**src/rtl/data_buffer.sv**
```systemverilog
// 64x8 byte FIFO for the USB transmit path; pushes land in occupancy on the next edge, and pops register the byte on the same edge.
// No handshake: a push into a full buffer (without a pop) or a pop from an empty one is silently dropped.
module data_buffer (
  input  logic       clk,
  input  logic       n_rst,
  input  logic [7:0] tx_data,
  input  logic       store_tx_data,
  input  logic       get_tx_packet_data,
  input  logic       clear,
  output logic [6:0] buffer_occupancy,
  output logic [7:0] tx_packet_data
);

  localparam int DEPTH = 64;
  localparam int WIDTH = 8;

  logic [WIDTH-1:0] mem [DEPTH];
  logic [5:0]       wptr;
  logic [5:0]       rptr;
  logic             pop_ok;
  logic             push_ok;
  logic             flush;

  assign flush  = n_rst || clear;
  assign pop_ok = get_tx_packet_data && (buffer_occupancy != 7'd0);
  // When full, a concurrent pop frees the oldest slot, so the push may reuse it.
  assign push_ok = store_tx_data && ((buffer_occupancy != 7'(DEPTH)) || pop_ok);

  always_ff @(posedge clk) begin
    if (push_ok && !flush) begin
      mem[wptr] <= tx_data;
    end
  end

  always_ff @(posedge clk) begin
    if (flush) begin
      wptr             <= '0;
      rptr             <= '0;
      buffer_occupancy <= '0;
      tx_packet_data   <= '0;
    end else begin
      if (push_ok) begin
        wptr <= wptr + 6'd1;
      end
      if (pop_ok) begin
        rptr           <= rptr + 6'd1;
        tx_packet_data <= mem[rptr];
      end
      buffer_occupancy <= buffer_occupancy + {6'd0, push_ok} - {6'd0, pop_ok};
    end
  end

endmodule

```
**config.mk**
```make
export PLATFORM = sky130hd
export DESIGN_NAME = data_buffer
export DESIGN_NICKNAME = d
export VERILOG_FILES = /design/src/rtl/data_buffer.sv
export SDC_FILE = /design/constraint.sdc
export NUM_CORES = 1
export LEC_CHECK = 0
export BUFFER_PORTS_ARGS = -buffer_cell sky130_fd_sc_hd__buf_2
export CAP_MARGIN = 30
export CORE_MARGIN = 2
export CORE_UTILIZATION = 55
export DETAILED_ROUTE_END_ITERATION = 10
export GPL_TIMING_DRIVEN = 0
export PLACE_DENSITY = 0.71
export SYNTH_ARGS = -nofsm -noshare
export SYNTH_HDL_FRONTEND = slang
export SYNTH_SLANG_ARGS = --single-unit
```
**constraint.sdc**
```tcl
create_clock -name clk -period 3.2 [get_ports clk]
set_input_delay 0.48 -clock clk [delete_from_list [all_inputs] [get_ports clk]]
set_output_delay 0.48 -clock clk [all_outputs]
set_load 0.01 [all_outputs]
```
==> results.json <==
{
  "timing_max_transition_violations_final": 0,
  "clock_tree.root_cell": "clkbuf_16",
  "synth_seq_area_share_pct": 73.72,
  "number_of_inserted_diodes": 0,
  "ys_dominant_reg_cell": "edfxtp_1",
  "critical_path_class": "flip-flop to flip-flop",
  "hold_end": "mem[50][7]",
  "die_x_um": 202.1,
  "timing.critical_path.slowest_stage_cell": "nor2_1",
  "arrival_ns": 3.30,
  "postRouteAntennaNets": 0,
  "yosys-top-cells-area": "edfxtp_1, mux2i_1, mux4_2, mux2_2, dfxtp_1",
  "worst-r2r-setup-slack_ns": 0.10,
  "route.final.wire_length_mm": 51.20,
  "max_clock_freq_ghz": 0.3230,
  "hold_slack_ns": 0.2652,
  "ir_drop_mv": 0.3799,
  "timing.setup.tns_ns": 0,
  "worstHoldPathType": "input pin to flip-flop",
  "route.vias.total": 11670,
  "fill_cells": 2760,
  "numPortBuffers": 27,
  "clock_skew_ns": 0.01582,
  "floorplan.rows": 72,
  "worst_setup_hold_path_clk_slew_ns": 0.06,
  "postCtsSetupBuffers": 0,
  "yosysUniqueCellTypes": 49,
  "area_growth_syn_to_layout_pct": 12.40,
  "worstReg2RegEnd": "mem[3][4]",
  "global_route_wire_length_before_repair_mm": 75.27,
  "pwr_density_cell_mw_per_mm2": 610.5,
  "cpLargestDelayFamily": "simple AND/OR/NAND/NOR gates",
  "fp.dieArea_mm2": 0.04085,
  "detailed_place.area_mm2": 0.02255,
  "cts_hold_buffers": 0,
  "synth_fp_nets": 1250,
  "hold_depth": 1,
  "grtUsageTotal_pct": 25.59,
  "cp_cell_sequence": "inv_1 > ha_1 > nand4bb_1 > o31a_1 > buf_2 > and3_1 > nand2_1 > nor2_1",
  "synth_largest_type_area_fraction_pct": 71.21,
  "start_util_pct": 55.73,
  "post-route-period-util_pct": 96.74,
  "asyncSetResetFlopFracSynth_pct": 0,
  "yosys.cell_count.top_type": "edfxtp_1",
  "number_of_sinks_handled_by_clock_tree_synthesis": 539,
  "clock_tree.buffer_depth": 3,
  "synth_top_area_cell": "edfxtp_1",
  "cp.required_ns": 3.41,
  "h-tree-depth": 2,
  "avgSynthCellArea_um2": 17.61,
  "grt_max_degree": 57,
  "drive_above_1_share_pct": 24.71,
  "grt_antenna_before_repair": 0,
  "synth-edff-count": 512,
  "drt_first_iter_violations": 1369,
  "core_footprint_mm2": 0.03874,
  "cp_slowest_stage_delay_ns": 0.84,
  "wl_per_cell_um": 27.32,
  "drt_first_pass_iters": 5,
  "r2r.worst_path.cells": 8,
  "crit_fanout": 8,
  "gp_routability_congestion": 0.9369,
  "timing_worst_slew_pin_value_ns": 0.9804,
  "first_global_vias": 11510,
  "hpwl_after_detailed_placement_mm": 33.72,
  "outcome": "finished, final reports clean",
  "netlist_instances": 1226,
  "worst_slew_margin_relative_to_its_limit_pct": 34.58,
  "avgViaCountPerCell": 6.227,
  "static-leakage-power_uw": 0.007327,
  "synth.ff_latch_count": 539,
  "number_of_max_cap_violations": 0,
  "setup_viol_count_final": 0,
  "synth_area_mm2": 0.02159,
  "design.final.nets": 1340,
  "synth.cells.most_frequent": "edfxtp_1, mux2i_1, nor2_1",
  "timing.critical_path.buf_inv": 2,
  "critical_path.reg2reg.startpoint": "buffer_occupancy[5]",
  "fin_area_mm2": 0.02427,
  "clock_tree_from_tritoncts": "built",
  "pin_count": 28,
  "globalRouteOverflowTotal": 0,
  "timing.hold.worst.start": "tx_data[7]",
  "crit_path_end_kind": "flip-flop",
  "ctsResizeCount": 36,
  "timing.critical_path.from_type": "flip-flop",
  "drt_drc_violations_left": 0,
  "hold_violations": 0,
  "die_y_um": 202.1,
  "cts_inserted_buffers": 52,
  "post-route-min-period_ns": 3.096,
  "synth.yosys.warnings": 0,
  "clk-insertion-delay-late_ns": 0.59
}
-- flip-flops by register name (all words and copies together), names as in the netlist --
register / flops
mem: 512
tx_packet_data: 8
buffer_occupancy: 7
rptr: 6
wptr: 6
-- cell usage in the layout, fill, tap and decap left out, drive strengths merged, types with 9 or more instances in the layout --
cell	netlist	routed
o211ai	9	9
clkbuf	21	89
nand2	59	59
mux2i	114	114
mux2	72	72
o21a	9	9
nand3	12	12
nand4	36	36
a22oi	24	24
o21ai	11	11
nor2	82	82
clkinv	0	19
edfxtp	512	512
a21oi	37	37
buf	47	83
dfxtp	27	27
mux4	48	48
ha	10	10
inv	7	10
-- metal layers --
metal	share of wire, %	track usage [%]
met5	0	0
met3	8.8	4.095
met1	40	36.06
met2	47	40.33
met4	3.9	10.66
-- stage by stage --
step / utilization, % / worst slack (ns) / power [uW] / instances
finish: 62.64 / 0.1044 / 14810 / 1874
global route: 62.64 / -0.002101 / 15230 / 1874
CTS: 62.47 / -0.1798 / 14870 / 1874
detailed placement: 58.22 / -0.4707 / 9319 / 1780
global placement: 57.76 / -0.3580 / 9263 / 1771
floorplan: - / 0.6443 / 8831 / 1226
-- power by group --
group          total, uW  switching, uW  internal (uW)  leakage [uW]
Sequential          7800           41.0           7760       0.00482
Clock               5640           2550           3090      0.000755
Combinational       1380            793            583       0.00175
-- kinds of logic after synthesis --
| kind of cell | count (synthesis) | share of synthesized area (%) |
|---|---|---|
| and+or+nand+nor | 216 | 4.694 |
| xor gates and xnor gates | 13 | 0.5274 |
| buffers and inverters | 75 | 1.924 |
| AOI/OAI and AO/OA | 138 | 4.416 |
| DFF | 539 | 73.72 |
| muxes | 234 | 14.05 |
| adders and majority gates | 11 | 0.6723 |
-- final cells by class --
type / instances / area (um^2) / share of cell area (%)
flip-flops and latches: 539 / 15920 / 65.59
well taps: 518 / 648.1 / 2.671
multi-input cells: 612 / 5431 / 22.38
inverters: 7 / 26.28 / 0.1083
clock buffers: 68 / 1403 / 5.780
clock inverters: 26 / 142.6 / 0.5878
repair buffers: 36 / 310.3 / 1.279
plain buffers: 68 / 389.1 / 1.604
-- worst max-delay path by stage --
| stage | slack (ns) | endpoint | cells after the start | from |
|---|---|---|---|---|
| 2_1_floorplan | 0.64 | buffer_occupancy[6] | 14 | buffer_occupancy[2] |
| 3_3_place_gp | -0.36 | mem[38][6] | 6 | clear |
| 3_5_place_dp | -0.47 | mem[62][6] | 6 | clear |
| 4_1_cts | -0.18 | mem[39][5] | 8 | buffer_occupancy[5] |
| 5_1_grt | -0.002 | mem[19][0] | 8 | buffer_occupancy[5] |
| 6_report | 0.10 | mem[3][4] | 8 | buffer_occupancy[5] |
(Power assumes the default switching activity.)
